File: src/rtl/core_pkg.sv
// core_pkg: shared types and default constants for the core_s control sequencer.
//   seq_state_t : sequencer states
//   WDT_W_DEF   : default watchdog counter width
//   XLEN_DEF    : default width of the retired-instruction counter
package core_pkg;

  typedef enum logic [2:0] {
    IDLE,
    FETCH,
    EXEC,
    MEM,
    HALT
  } seq_state_t;

  localparam int WDT_W_DEF = 8;
  localparam int XLEN_DEF  = 32;

endpackage

File: src/rtl/core_seq_if.sv
// core_seq_if: bundles the sequencer's bus handshakes, decode flags and datapath
// write enables.
//   master : sequencer side (drives requests, write enables, status)
//   slave  : IFU/LSU/IDU/EXU side (drives rvalids and decode flags)
// Signals:
//   ifu_req/ifu_rvalid      instruction fetch handshake
//   lsu_req/lsu_rvalid      load/store handshake
//   ir_we, rf_we, pc_we     one-cycle datapath write enables
//   dec_*                   decode flags for the instruction held in IR
//   halted, bus_timeout     sticky stop status
//   retire_cnt              retired instruction count
interface core_seq_if
  import core_pkg::*;
#(
  parameter int XLEN = XLEN_DEF
) ();

  logic            ifu_req;
  logic            ifu_rvalid;
  logic            ir_we;
  logic            dec_mem_read;
  logic            dec_mem_write;
  logic            dec_rd_write;
  logic            dec_ebreak;
  logic            lsu_req;
  logic            lsu_rvalid;
  logic            rf_we;
  logic            pc_we;
  logic            halted;
  logic            bus_timeout;
  logic [XLEN-1:0] retire_cnt;

  modport master (
    output ifu_req, ir_we, lsu_req, rf_we, pc_we, halted, bus_timeout, retire_cnt,
    input  ifu_rvalid, lsu_rvalid, dec_mem_read, dec_mem_write, dec_rd_write, dec_ebreak
  );

  modport slave (
    input  ifu_req, ir_we, lsu_req, rf_we, pc_we, halted, bus_timeout, retire_cnt,
    output ifu_rvalid, lsu_rvalid, dec_mem_read, dec_mem_write, dec_rd_write, dec_ebreak
  );

endinterface

File: src/rtl/core_seq_wdt.sv
// core_seq_wdt: bus watchdog counter.
//   clk, rst_b : clock, async active-low reset
//   clr        : zero the count (priority over en)
//   en         : this cycle is a waiting cycle; count it
//   tc         : this waiting cycle is the (2^WDT_W-1)-th in a row
module core_seq_wdt
  import core_pkg::*;
#(
  parameter int WDT_W = WDT_W_DEF
) (
  input  logic clk,
  input  logic rst_b,
  input  logic clr,
  input  logic en,
  output logic tc
);

  localparam logic [WDT_W-1:0] ONE       = WDT_W'(1);
  // cnt holds the number of waiting cycles already completed, so the cycle
  // seen with cnt == all-ones minus one is the one that reaches the limit.
  localparam logic [WDT_W-1:0] LAST_WAIT = {WDT_W{1'b1}} - ONE;

  logic [WDT_W-1:0] cnt;

  always_ff @(posedge clk or negedge rst_b) begin
    if (!rst_b) begin
      cnt <= '0;
    end else if (clr) begin
      cnt <= '0;
    end else if (en) begin
      cnt <= cnt + ONE;
    end
  end

  assign tc = en && (cnt == LAST_WAIT);

endmodule

File: src/rtl/core_seq.sv
// core_seq: multi-cycle control sequencer for the pipeline-less core_s core.
// Steps each instruction through fetch, execute, optional memory access and
// retire, with a bus watchdog and a retired-instruction counter.
//   clk   : core clock
//   rst_b : async active-low reset
//   start : begin execution (only looked at in IDLE)
//   bus   : core_seq_if master modport (handshakes, decode flags, enables, status)
//
// state | meaning
// IDLE  | waiting for start, no requests
// FETCH | ifu_req high, waiting for ifu_rvalid
// EXEC  | IR stable, decode/execute settle, retire ALU/ebreak
// MEM   | lsu_req high, waiting for lsu_rvalid, retire load/store
// HALT  | stopped until reset (ebreak or bus timeout)
module core_seq
  import core_pkg::*;
#(
  parameter int XLEN   = XLEN_DEF,
  parameter int WDT_W  = WDT_W_DEF,
  parameter bit WDT_EN = 1'b1
) (
  input  logic        clk,
  input  logic        rst_b,
  input  logic        start,
  core_seq_if.master  bus
);

  seq_state_t      state;
  logic            ifu_req_q;
  logic            lsu_req_q;
  logic            halted_q;
  logic            bus_timeout_q;
  logic [XLEN-1:0] retire_q;

  logic is_mem;
  logic exec_alu;
  logic mem_done;
  logic waiting;
  logic wdt_en;
  logic wdt_clr;
  logic wdt_tc;

  assign is_mem   = bus.dec_mem_read | bus.dec_mem_write;
  assign exec_alu = (state == EXEC) && !bus.dec_ebreak && !is_mem;
  assign mem_done = (state == MEM) && bus.lsu_rvalid;

  // Every FETCH/MEM cycle without its rvalid is a waiting cycle; any other cycle
  // clears the count, which covers clearing on entry to FETCH and MEM.
  assign waiting = ((state == FETCH) && !bus.ifu_rvalid) ||
                   ((state == MEM)   && !bus.lsu_rvalid);
  assign wdt_en  = WDT_EN && waiting;
  assign wdt_clr = !WDT_EN || !waiting;

  core_seq_wdt #(.WDT_W(WDT_W)) u_wdt (
    .clk   (clk),
    .rst_b (rst_b),
    .clr   (wdt_clr),
    .en    (wdt_en),
    .tc    (wdt_tc)
  );

  // Moore outputs are registered alongside the state so they track it exactly.
  always_ff @(posedge clk or negedge rst_b) begin
    if (!rst_b) begin
      state         <= IDLE;
      ifu_req_q     <= 1'b0;
      lsu_req_q     <= 1'b0;
      halted_q      <= 1'b0;
      bus_timeout_q <= 1'b0;
      retire_q      <= '0;
    end else begin
      case (state)
        IDLE: begin
          if (start) begin
            state     <= FETCH;
            ifu_req_q <= 1'b1;
          end
        end
        FETCH: begin
          if (bus.ifu_rvalid) begin
            state     <= EXEC;
            ifu_req_q <= 1'b0;
          end else if (wdt_tc) begin
            state         <= HALT;
            ifu_req_q     <= 1'b0;
            halted_q      <= 1'b1;
            bus_timeout_q <= 1'b1;
          end
        end
        EXEC: begin
          if (bus.dec_ebreak) begin
            state    <= HALT;
            halted_q <= 1'b1;
            retire_q <= retire_q + XLEN'(1);
          end else if (is_mem) begin
            state     <= MEM;
            lsu_req_q <= 1'b1;
          end else begin
            state     <= FETCH;
            ifu_req_q <= 1'b1;
            retire_q  <= retire_q + XLEN'(1);
          end
        end
        MEM: begin
          if (bus.lsu_rvalid) begin
            state     <= FETCH;
            lsu_req_q <= 1'b0;
            ifu_req_q <= 1'b1;
            retire_q  <= retire_q + XLEN'(1);
          end else if (wdt_tc) begin
            state         <= HALT;
            lsu_req_q     <= 1'b0;
            halted_q      <= 1'b1;
            bus_timeout_q <= 1'b1;
          end
        end
        HALT: begin
          state <= HALT;
        end
        default: begin
          state         <= IDLE;
          ifu_req_q     <= 1'b0;
          lsu_req_q     <= 1'b0;
          halted_q      <= 1'b0;
          bus_timeout_q <= 1'b0;
        end
      endcase
    end
  end

  assign bus.ifu_req     = ifu_req_q;
  assign bus.lsu_req     = lsu_req_q;
  assign bus.halted      = halted_q;
  assign bus.bus_timeout = bus_timeout_q;
  assign bus.retire_cnt  = retire_q;

  // Write enables are one-cycle Mealy pulses in the handshake/retire cycle.
  // A load with the write flag also set still writes rd; a store never does.
  assign bus.ir_we = (state == FETCH) && bus.ifu_rvalid;
  assign bus.rf_we = (exec_alu && bus.dec_rd_write) || (mem_done && bus.dec_mem_read);
  assign bus.pc_we = exec_alu || mem_done;

endmodule

File: src/flat_wrapper.sv
// flat-port wrapper written by rule: the top's interface ports become plain ports
module core_seq_flat import core_pkg::*;
#(
  parameter int XLEN   = XLEN_DEF,
  parameter int WDT_W  = WDT_W_DEF,
  parameter bit WDT_EN = 1'b1
)
  (clk, rst_b, start, bus_ifu_req, bus_ir_we, bus_lsu_req, bus_rf_we, bus_pc_we, bus_halted, bus_bus_timeout, bus_retire_cnt, bus_ifu_rvalid, bus_lsu_rvalid, bus_dec_mem_read, bus_dec_mem_write, bus_dec_rd_write, bus_dec_ebreak);
  core_seq_if #(.XLEN(XLEN)) bus_i ();
  input  logic clk;
  input  logic rst_b;
  input  logic start;
  output wire logic [$bits(bus_i.ifu_req)-1:0] bus_ifu_req;
  output wire logic [$bits(bus_i.ir_we)-1:0] bus_ir_we;
  output wire logic [$bits(bus_i.lsu_req)-1:0] bus_lsu_req;
  output wire logic [$bits(bus_i.rf_we)-1:0] bus_rf_we;
  output wire logic [$bits(bus_i.pc_we)-1:0] bus_pc_we;
  output wire logic [$bits(bus_i.halted)-1:0] bus_halted;
  output wire logic [$bits(bus_i.bus_timeout)-1:0] bus_bus_timeout;
  output wire logic [$bits(bus_i.retire_cnt)-1:0] bus_retire_cnt;
  input wire logic [$bits(bus_i.ifu_rvalid)-1:0] bus_ifu_rvalid;
  input wire logic [$bits(bus_i.lsu_rvalid)-1:0] bus_lsu_rvalid;
  input wire logic [$bits(bus_i.dec_mem_read)-1:0] bus_dec_mem_read;
  input wire logic [$bits(bus_i.dec_mem_write)-1:0] bus_dec_mem_write;
  input wire logic [$bits(bus_i.dec_rd_write)-1:0] bus_dec_rd_write;
  input wire logic [$bits(bus_i.dec_ebreak)-1:0] bus_dec_ebreak;
  assign bus_ifu_req = bus_i.ifu_req;
  assign bus_ir_we = bus_i.ir_we;
  assign bus_lsu_req = bus_i.lsu_req;
  assign bus_rf_we = bus_i.rf_we;
  assign bus_pc_we = bus_i.pc_we;
  assign bus_halted = bus_i.halted;
  assign bus_bus_timeout = bus_i.bus_timeout;
  assign bus_retire_cnt = bus_i.retire_cnt;
  assign bus_i.ifu_rvalid = bus_ifu_rvalid;
  assign bus_i.lsu_rvalid = bus_lsu_rvalid;
  assign bus_i.dec_mem_read = bus_dec_mem_read;
  assign bus_i.dec_mem_write = bus_dec_mem_write;
  assign bus_i.dec_rd_write = bus_dec_rd_write;
  assign bus_i.dec_ebreak = bus_dec_ebreak;
  core_seq #(.XLEN(XLEN), .WDT_W(WDT_W), .WDT_EN(WDT_EN)) u_core (.clk(clk), .rst_b(rst_b), .start(start), .bus(bus_i));
endmodule
File: config.mk
export PLATFORM = sky130hd
export DESIGN_NAME = core_seq_flat
export DESIGN_NICKNAME = d
export VERILOG_FILES = /design/src/rtl/core_pkg.sv /design/src/rtl/core_seq_if.sv /design/src/rtl/core_seq_wdt.sv /design/src/rtl/core_seq.sv /design/src/flat_wrapper.sv
export SDC_FILE = /design/constraint.sdc
export NUM_CORES = 1
export LEC_CHECK = 0
export CAP_MARGIN = 40
export CORE_MARGIN = 3
export CORE_UTILIZATION = 52
export DETAILED_ROUTE_END_ITERATION = 7
export HOLD_SLACK_MARGIN = 0.12
export PLACE_DENSITY = 0.8
export SLEW_MARGIN = 20
export SYNTH_ARGS = -nofsm -noshare
export SYNTH_HDL_FRONTEND = slang
export SYNTH_SLANG_ARGS = --single-unit
File: constraint.sdc
create_clock -name clk -period 1.97 [get_ports clk]
set_input_delay 0.394 -clock clk [delete_from_list [all_inputs] [get_ports clk]]
set_output_delay 0.394 -clock clk [all_outputs]
set_load 0.01 [all_outputs]
==> flow_metrics.env, run 1 <==
export IMPL_syn_inst=239
export IMPL_seq_area_frac_synth_pct=47.7
export IMPL_required_ns=1.58
export IMPL_antenna_found_initial=0
export IMPL_drtPass1Iterations=6
export IMPL_drt_iter0_markers=180
export IMPL_drc=0
export IMPL_clk_path_buf_depth=2
export IMPL_io_pins=48
export IMPL_cts_tree="yes"
export IMPL_worstPathCellList="clkdlybuf4s50_1 > nor3_2 > nand3b_1 > a21oi_1 > clkbuf_2"
export IMPL_cellPowerDensity_nw_per_um2=895
export IMPL_multiInputGateArea_sq_um=1260
export IMPL_syn_cell_area_sq_um=2460
export IMPL_initial_core_util_pct=55.1
export IMPL_n_fill_cell=332
export IMPL_peakVddDrop_mv=0.599
export IMPL_grt_pass1_wl_um=9250
export IMPL_critPathMaxStageDelay_ns=0.45
export IMPL_mostFrequentLayoutCell="dfrtp_1"
export IMPL_pre_cts_slack_ns=-0.334
export IMPL_finalHoldViolations=0
export IMPL_period_share_pct=94.8
export IMPL_hold_class="primary input to async pin"
export IMPL_fin_ws_ns=0.103
export IMPL_finalSetupTns_ns=0
export IMPL_final_cell_mix="46 x dfrtp_1, 43 x clkdlybuf4s50_1, 28 x xor2_1"
export IMPL_rows=24
export IMPL_final_antenna_net_count=0
export IMPL_status="finished, final reports clean"
export IMPL_viasPerCell=5.69
export IMPL_synth_avg_cell_area_sq_um=10.3
export IMPL_avgRoutedWirePerCell_um=16.3
export IMPL_final_util_pct=72.9
export IMPL_p_leak_nw=1.49
export IMPL_design_area_sq_um=3260
export IMPL_min_period_ns=1.87
export IMPL_crit_path_start_kind="primary input"
export IMPL_critPathMaxFanout=2
export IMPL_slew_headroom_pct=60.9
export IMPL_maxSlewViolCount=0
export IMPL_final_setup_viol_count=0
export IMPL_synthDistinctLibCells=44
export IMPL_worst_pin_slew_ns=0.587
export IMPL_fmax_ghz=0.536
export IMPL_regArea_sq_um=1180
export IMPL_clock_root_buffer="clkbuf_8"
export IMPL_crit_type="primary input to output pin"
export IMPL_diodes=0
export IMPL_place_gp_congestion=0.819
export IMPL_cts_setup_buffers=0
export IMPL_htree_levels=2
export IMPL_rsz0062_at_grt="false"
export IMPL_synth_net_count=251
export IMPL_cp_arrival_ns=1.47
export IMPL_cts_made_buffers=5
export IMPL_ys_seq_elements=47
export IMPL_grt_pass1_vias=1898
export IMPL_finalPower_mw=2.92
export IMPL_cp_end_kind="output pin"
export IMPL_r2r_cells=5
export IMPL_area_delta_synth_final_pct=32.3
export IMPL_dieArea_sq_um=5600
export IMPL_worstSkewPairLatency_ns=0.30
export IMPL_final_setup_skew_ns=0.00618
export IMPL_grt_overflow=0
export IMPL_die_w_um=74.9
export IMPL_num_nets_final=314
export IMPL_clkSinkCount=47
export IMPL_crit_cells=5
export IMPL_port_buffers=47
export IMPL_drive_above_1_share_pct=17.8
export IMPL_placed_cell_area_sq_um=3110
export IMPL_grt_start_max_net_pins=48
export IMPL_drt_total_wl_um=5800
export IMPL_groute_usage_overall_pct=21.7
export IMPL_critPathSlowestCell="clkdlybuf4s50_1"
export IMPL_clk_pin_slew_worst_paths_ns=0.08
export IMPL_drv_cap=0
export IMPL_hold_buffers=0
export IMPL_path_delay_family="buffers and inverters"
export IMPL_dr_total_vias=2019
export IMPL_yosysWarnings=0
export IMPL_dp_final_hpwl_um=3980
export IMPL_core_region_area_sq_um=4470
export IMPL_die_h_um=74.9
export IMPL_path_buf_inv=2
[flip-flops by register name, summed over array words and instances, names as in the netlist]
| signal | cells |
|---|---|
| u_core.u_wdt.cnt | 8 |
| u_core.bus.ifu_req | 1 |
| u_core.bus.halted | 1 |
| u_core.bus.bus_timeout | 1 |
| u_core.state | 3 |
| u_core.bus.retire_cnt | 32 |
| u_core.bus.lsu_req | 1 |
[what timing repair did]
item                       4_1_cts  5_1_grt
gates resized for setup          6       14
setup endpoints to repair        3       12
pin swaps                        0        1
[synthesized netlist by cell type (all sizes together)]
cell type   n  area (sq um)
a211o       3          26.3
a211oi      2          15.0
a21o        1          7.51
a21oi       7          35.0
a221oi      1          8.76
a31oi       1          6.26
and2        2          12.5
and3        5          31.3
and4        5          43.8
buf         5          28.8
clkbuf      6          22.5
dfrtp      47          1180
ha          3          37.5
inv        11          41.3
mux2        2          22.5
nand2      18          67.6
nand2b      3          18.8
nand3      11          55.1
nand3b      1          7.51
nand4       7          73.8
nand4bb     1          11.3
nor2       15          56.3
nor2b       2          12.5
nor3       10          50.1
nor3b       1          7.51
nor4       20           180
o2111ai     1          8.76
o211ai      2          20.0
o21a        1          7.51
o21ai       3          15.0
o21bai      1          7.51
o31ai       1          7.51
or2         2          12.5
or3         1          6.26
xnor2       9          78.8
xor2       28           245
[worst register-to-register path, stage by stage (launching register included)]
cell	delay, ns
dfrtp_1	0.44
ha_1	0.22
and3_1	0.16
nand4bb_1	0.34
nor4_1	0.41
xor2_1	0.18
[power breakdown]
part,switching (mW),internal [mW]
combinational,0.537,0.513
clock,0.311,0.320
sequential,0.149,1.09
[area by class of cell]
cell class	instances	share of cell area, %
Multi-Input combinational cell	170	38.6
Sequential cell	47	36.1
Timing Repair Buffer	67	18.9
Clock buffer	8	3.07
Tap cell	52	2.00
Inverter	11	1.27
[logic make-up after synthesis]
logic type | share of synthesized area (%)
multiplexers | 0.914
flip-flops | 47.7
AO/OA/AOI/OAI | 6.70
XOR/XNOR | 13.1
adder cells (fa/ha/maj) | 1.52
AND/OR/NAND/NOR | 26.2
buffers and inverters | 3.76
[final timing paths]
kind | end | start | slack (ns)
min reg2reg | u_core.bus.retire_cnt[31]$_DFFE_PN0P_ | u_core.bus.retire_cnt[31]$_DFFE_PN0P_ | 0.48
max reg2reg | u_core.bus.retire_cnt[30]$_DFFE_PN0P_ | u_core.bus.retire_cnt[0]$_DFFE_PN0P_ | 0.17
max in group asynchronous | u_core.state[2]$_DFFE_PN0N_ | rst_b | 1.38
min | u_core.state[0]$_DFFE_PN0N_ | rst_b | 0.17
min in group clk | u_core.bus.retire_cnt[31]$_DFFE_PN0P_ | u_core.bus.retire_cnt[31]$_DFFE_PN0P_ | 0.48
max | bus_rf_we | bus_dec_mem_read | 0.10
[metal layers]
metal  routed length [um]  global-route usage [%]  vias to the layer above
met2                 2820                    33.8                       55
met5                    0                       0                        -
met4                  110                    6.32                        0
met1                 2670                    30.7                      982
li1                     -                       -                      973
met3                  197                    4.54                        9
[per-stage QoR]
step / hold slack [ns] / std cells
6_report: 0.170 / 355
5_1_grt: 0.224 / 355
4_1_cts: 0.197 / 355
3_5_place_dp: 0.471 / 347
3_3_place_gp: 0.456 / 347
2_1_floorplan: 0.0984 / 239
No activity file was read; power rests on OpenSTA's default activity.
==> run 2, diff against run 1 <==
SYNTH_HIERARCHICAL = 1   (was unset)
==> run 2 against run 1 <==
Sequential power hardly changed. Setup slack worse by 0.072 ns. Routed wire length is 4.5% higher. Register-to-register slack worse by 0.14 ns. Total power is 9.9% higher. Count of clock-buffer cells in the layout is 1 lower. Global-route usage is 0.34 points lower. Flip-flop and latch count stayed put.
==> flow_metrics.env, run 2 <==
export IMPL_clock_root_buffer="clkbuf_8"
export IMPL_dp_final_hpwl_um=4290
export IMPL_cts_made_buffers=5
export IMPL_grt_start_max_net_pins=32
export IMPL_synth_async_reset_ratio_pct=100
export IMPL_yosysWarnings=6
export IMPL_cp_arrival_ns=2.13
export IMPL_dr_total_vias=2169
export IMPL_seq_area_frac_synth_pct=45.9
export IMPL_synth_avg_cell_area_sq_um=10.1
export IMPL_met3_usage_pct=4.96
export IMPL_drt_iter0_markers=184
export IMPL_synth_edf_count=0
export IMPL_rows=24
export IMPL_synthDistinctLibCells=43
export IMPL_final_cell_mix="46 x dfrtp_1, 40 x clkdlybuf4s50_1, 30 x buf_4"
export IMPL_maxSlewViolCount=0
export IMPL_num_nets_final=343
export IMPL_finalPower_mw=3.21
export IMPL_drc=0
export IMPL_dp_cells=388
export IMPL_io_pins=48
export IMPL_critPathMaxFanout=7
export IMPL_synth_net_count=266
export IMPL_ys_seq_elements=47
export IMPL_place_gp_congestion=0.914
export IMPL_worst_pin_slew_ns=0.421
export IMPL_syn_cell_area_sq_um=2560
export IMPL_worstSkewPairLatency_ns=0.30
export IMPL_synth_common_cells="47 x dfrtp_1, 29 x xor2_1, 23 x nor2_1, 17 x nand2_1, 14 x nand3_1"
export IMPL_antenna_found_initial=0
export IMPL_grt_overflow=0
export IMPL_drt_total_wl_um=6060
export IMPL_grt_pass1_vias=2189
export IMPL_busiest_layer="met2"
export IMPL_design_area_sq_um=3500
export IMPL_viasPerCell=5.46
export IMPL_clk_path_buf_depth=2
export IMPL_grt_pass1_wl_um=10100
export IMPL_drive_above_1_share_pct=23.2
export IMPL_syn_inst=254
export IMPL_required_ns=2.16
export IMPL_largest_reg_flops=32
export IMPL_diodes=0
export IMPL_drv_cap=0
export IMPL_drtPass1Iterations=4
export IMPL_rrSetupSlack_ns=0.03
export IMPL_placed_cell_area_sq_um=3360
export IMPL_gr_usage_met2_pct=34.9
export IMPL_hold_class="register to register"
export IMPL_synth_ff_type="dfrtp_1"
export IMPL_crit_path_start_kind="register"
export IMPL_cts_tree="yes"
export IMPL_p_leak_nw=1.62
export IMPL_final_setup_skew_ns=0.00364
export IMPL_port_buffers=47
export IMPL_synth_top_area_share_pct=45.9
export IMPL_die_w_um=76.2
export IMPL_clkSinkCount=47
export IMPL_final_cells=397
export IMPL_status="finished, final reports clean"
export IMPL_crit_type="register to register"
export IMPL_synth_area_leaders="dfrtp_1 46%, xor2_1 9.9%, nor4_2 3.9%"
export IMPL_period_share_pct=98.4
export IMPL_cellPowerDensity_nw_per_um2=916
export IMPL_die_h_um=76.2
export IMPL_slew_headroom_pct=72.0
export IMPL_mostFrequentLayoutCell="dfrtp_1"
export IMPL_pre_cts_slack_ns=-0.313
export IMPL_yosysMostFrequentCell="dfrtp_1"
export IMPL_core_region_area_sq_um=4560
export IMPL_min_period_ns=1.94
export IMPL_fmax_ghz=0.516
export IMPL_peakVddDrop_mv=0.519
export IMPL_initial_core_util_pct=56.2
export IMPL_yosys_area_top_type="dfrtp_1"
export IMPL_cp_end_kind="register"
export IMPL_final_antenna_net_count=0
export IMPL_dieArea_sq_um=5810
export IMPL_fin_ws_ns=0.0306
export IMPL_clk_pin_slew_worst_paths_ns=0.09
export IMPL_n_fill_cell=318
export IMPL_final_setup_viol_count=0
export IMPL_avgRoutedWirePerCell_um=15.3
export IMPL_area_delta_synth_final_pct=36.4
export IMPL_finalHoldViolations=0
export IMPL_groute_usage_overall_pct=21.3
export IMPL_htree_levels=2
export IMPL_grtUsageMet1_pct=28.1
==> run 2: cell types whose count changed after synthesis, sizes merged, moves of 3 or more <==
cell / before / now
and4: 5 / 2
nand4: 7 / 11
xnor2: 9 / 6
nor4: 20 / 9
o21ai: 3 / 8
nand2b: 3 / 7
nor3: 10 / 19
a211o: 3 / 0
inv: 11 / 8
nand3: 11 / 14
and3: 5 / 2
nor2: 15 / 23
a21oi: 7 / 10
==> run 2: critical path, cell delays in order (launching register included) <==
cell and delay [ns]:
dfrtp_1 0.42, nor2b_2 0.25, nand3_2 0.14, inv_2 0.10
nand4_1 0.17, nor2_4 0.16, buf_4 0.16, o21a_1 0.11
o21ai_0 0.07, a32o_1 0.26
==> run 2: routing by layer <==
metal | vias up | routed length (um) | share of wire (%)
li1 | 1045 | - | -
met1 | 1055 | 2710 | 45
met2 | 65 | 3020 | 50
met3 | 4 | 282 | 4.7
met4 | 0 | 45 | 0.74
met5 | - | 0 | 0
==> run 2: power by group <==
part,switching (mW),internal (mW),total [mW]
logic,0.692,0.673,1.36
registers,0.130,1.09,1.22
clock network,0.333,0.288,0.621
total,1.15,2.05,3.21
==> run 2: path summary, 6_finish.rpt <==
path,from,to,cells after the start
max in group asynchronous,rst_b,u_core/bus.retire_cnt[16]$_DFFE_PN0P_,3
hold / removal,u_core/bus.retire_cnt[31]$_DFFE_PN0P_,u_core/bus.retire_cnt[31]$_DFFE_PN0P_,1
setup / recovery,u_core/state[2]$_DFFE_PN0P_,u_core/bus.lsu_req$_DFFE_PN0P_,9
min in group asynchronous,rst_b,u_core/u_wdt/cnt[7]$_DFFE_PN0P_,2
hold reg to reg,u_core/bus.retire_cnt[31]$_DFFE_PN0P_,u_core/bus.retire_cnt[31]$_DFFE_PN0P_,1
setup reg to reg,u_core/state[2]$_DFFE_PN0P_,u_core/bus.lsu_req$_DFFE_PN0P_,9
==> run 2: repair_timing <==
item	in CTS	in global routing
endpoints found under the setup margin	3	11
hold buffers	1	0
resized for setup	6	9
buffers inserted	0	1
endpoints found under the hold margin	16	0
==> run 2: cells by family (layout without fill, tap and decap cells) <==
logic type / after synthesis / in the layout / synth area share [%]
simple gates: 117 / 117 / 28.0
xor+xnor: 35 / 35 / 12.0
buf+inv: 20 / 98 / 4.15
compound gates: 31 / 31 / 8.20
flops: 47 / 47 / 45.9
mux: 1 / 1 / 0.439
fa+ha+maj: 3 / 3 / 1.46
==> run 2: layout make-up <==
cell class / instances / area [sq um] / area share (%)
Clock buffer: 7 / 86.3 / 2.47
Clock inverter: 1 / 8.76 / 0.250
Inverter: 8 / 35.0 / 1.00
Multi-Input combinational cell: 187 / 1340 / 38.2
Sequential cell: 47 / 1180 / 33.7
Tap cell: 65 / 81.3 / 2.32
Timing Repair Buffer: 82 / 773 / 22.1
==> run 2: metrics by stage <==
stage	hold slack (ns)	setup TNS (ns)	utilization [%]
floorplan	0.0984	-0.0892	-
global placement	0.349	-2.99	73.6
detailed placement	0.355	-4.15	73.6
CTS	0.476	0	75.9
global route	0.506	-0.00740	76.6
finish	0.469	0	76.6
==> run 3, diff against run 2 <==
CTS_BUF_LIST = sky130_fd_sc_hd__clkbuf_16   (was unset)
CTS_CLUSTER_SIZE = 20   (was unset)
==> run 3 against run 2 <==
Utilization rose by 1.4 points. Hold slack better by 0.0070 ns. Final cell count increased by 0.25%. Register-to-register slack about the same. Non-clock buffer count up 1. Global-route usage is 0.63 points higher. Sequential share of layout area fell by 0.59 points. Die area unchanged. Highest routed layer unchanged. Critical path type unchanged. Via count up 1.8%. Sequential power about the same. Critical path depth unchanged.
==> flow_metrics.env, run 3 (same netlist as run 2, synthesis figures left out) <==
export IMPL_status="finished, final reports clean"
export IMPL_critPathMaxFanout=4
export IMPL_viasPerCell=5.55
export IMPL_avgRoutedWirePerCell_um=15.7
export IMPL_hold_end="u_core/bus.retire_cnt[31]$_DFFE_PN0P_"
export IMPL_slew_headroom_pct=71.3
export IMPL_final_cell_mix="46 x dfrtp_1, 40 x clkdlybuf4s50_1, 31 x buf_4"
export IMPL_worst_pin_slew_ns=0.430
export IMPL_period_share_pct=98.3
export IMPL_design_area_sq_um=3560
export IMPL_dp_final_hpwl_um=4290
export IMPL_dieArea_sq_um=5810
export IMPL_port_buffers=47
export IMPL_die_h_um=76.2
export IMPL_worstPathCellList="nor2b_2 > nand3_2 > inv_2 > nand4_1 > nor2_4 > or4b_4 > a21oi_4 > buf_4 > o32a_1"
export IMPL_p_leak_nw=1.67
export IMPL_initial_core_util_pct=56.2
export IMPL_clk_path_buf_depth=2
export IMPL_place_gp_congestion=0.914
export IMPL_final_setup_skew_ns=0.00282
export IMPL_multiInputGateArea_sq_um=1350
export IMPL_dr_total_vias=2208
export IMPL_min_from="u_core/bus.retire_cnt[31]$_DFFE_PN0P_"
export IMPL_drc=0
export IMPL_rrSetupSlack_ns=0.03
export IMPL_cp_end_kind="register"
export IMPL_fin_ws_ns=0.0340
export IMPL_critPathMaxStageDelay_ns=0.42
export IMPL_drv_cap=0
export IMPL_drtPass1Iterations=4
export IMPL_critPathSlowestCell="dfrtp_1"
export IMPL_required_ns=2.14
export IMPL_final_antenna_net_count=0
export IMPL_peakVddDrop_mv=0.558
export IMPL_r2r_end="u_core/bus.ifu_req$_DFFE_PN0P_"
export IMPL_maxSlewViolCount=0
export IMPL_holdPathStages=1
export IMPL_drt_total_wl_um=6260
export IMPL_drt_iter0_markers=151
export IMPL_crit_type="register to register"
export IMPL_grt_pass1_vias=2216
export IMPL_finalPower_mw=3.42
export IMPL_groute_usage_overall_pct=22.0
export IMPL_core_region_area_sq_um=4560
export IMPL_htree_levels=2
export IMPL_cellPowerDensity_nw_per_um2=960
export IMPL_fmax_ghz=0.517
export IMPL_die_w_um=76.2
export IMPL_final_util_pct=78.0
export IMPL_r2r_cells=9
export IMPL_worstSkewPairLatency_ns=0.28
export IMPL_pre_cts_slack_ns=-0.313
export IMPL_finalHoldViolations=0
export IMPL_area_delta_synth_final_pct=38.8
export IMPL_clk_pin_slew_worst_paths_ns=0.06
export IMPL_diodes=0
export IMPL_critical_path_reg2reg_startpoint="u_core/state[2]$_DFFE_PN0P_"
export IMPL_grt_pass1_wl_um=10400
export IMPL_placed_cell_area_sq_um=3360
export IMPL_cp_arrival_ns=2.11
export IMPL_finalSetupTns_ns=0
export IMPL_clock_root_buffer="clkbuf_16"
export IMPL_mostFrequentLayoutCell="dfrtp_1"
export IMPL_largest_reg_flops=32
export IMPL_regArea_sq_um=1180
export IMPL_cts_made_buffers=5
export IMPL_hold_class="register to register"
export IMPL_rows=24
export IMPL_grt_start_max_net_pins=32
export IMPL_antenna_found_initial=0
export IMPL_min_period_ns=1.94
export IMPL_num_nets_final=344
export IMPL_crit_path_start_kind="register"
export IMPL_grt_overflow=0
export IMPL_n_fill_cell=305
export IMPL_cts_tree="yes"
export IMPL_io_pins=48
export IMPL_drive_above_1_share_pct=23.1
export IMPL_final_setup_viol_count=0
export IMPL_clkSinkCount=47
[run 3: changes by cell type in the layout (fill, tap and decap cells not counted), moves of 2 or more]
| cell | delta |
|---|---|
| nor4_4 | +2 |
| nor4_2 | -2 |
| dlymetal6s2s_1 | -2 |
| dlygate4sd2_1 | +3 |
| clkbuf_8 | -6 |
| clkbuf_16 | +5 |
[run 3: how the worst max path moves through the flow]
stage,cells after the start,from,slack (ns),endpoint
2_1_floorplan,12,u_core/state[1]$_DFFE_PN0P_,-0.09,u_core/bus.ifu_req$_DFFE_PN0P_
3_3_place_gp,10,bus_ifu_rvalid,-0.26,u_core/bus.ifu_req$_DFFE_PN0P_
3_5_place_dp,10,bus_ifu_rvalid,-0.31,u_core/bus.ifu_req$_DFFE_PN0P_
4_1_cts,5,u_core/bus.retire_cnt[9]$_DFFE_PN0P_,0.008,u_core/bus.retire_cnt[23]$_DFFE_PN0P_
5_1_grt,5,u_core/bus.retire_cnt[6]$_DFFE_PN0P_,-0.03,u_core/bus.retire_cnt[31]$_DFFE_PN0P_
6_report,9,u_core/state[2]$_DFFE_PN0P_,0.03,u_core/bus.ifu_req$_DFFE_PN0P_
[run 3: layer usage]
metal / wire [um] / track usage [%] / up-vias
met4: 74 / 7.25 / 0
met3: 268 / 4.26 / 7
met1: 2700 / 28.0 / 1087
met2: 3210 / 37.5 / 63
met5: 0 / 0 / -
li1: - / - / 1051
[run 3: final cells by class]
class                           count  area share (%)
Multi-Input combinational cell    187            38.0
Clock inverter                      3           0.457
Sequential cell                    47            33.1
Inverter                            8           0.984
Timing Repair Buffer               83            21.7
Tap cell                           65            2.28
Clock buffer                        5            3.51
[run 3: power breakdown]
group	switching [mW]	total [mW]	internal, mW
logic	0.695	1.38	0.684
registers	0.128	1.22	1.09
clock network	0.356	0.820	0.464
total	1.18	3.42	2.24
[run 3: what timing repair did]
action,4_1_cts,5_1_grt
hold buffers,1,0
pin swaps,2,3
setup endpoints to repair,4,10
resized for setup,10,6
hold endpoints to repair,16,0
setup buffers,1,1
[run 3: critical path, delay by kind of cell, from the launching register on]
| family | cells | cell delay (ns) |
|---|---|---|
| buf+inv | 2 | 0.21 |
| flops | 1 | 0.42 |
| compound gates | 2 | 0.36 |
| simple gates | 5 | 0.85 |
[run 3: metrics by stage]
step | std cells | hold slack [ns]
6_report | 398 | 0.476
5_1_grt | 398 | 0.506
4_1_cts | 398 | 0.472
3_5_place_dp | 388 | 0.355
3_3_place_gp | 388 | 0.349
2_1_floorplan | 254 | 0.0984
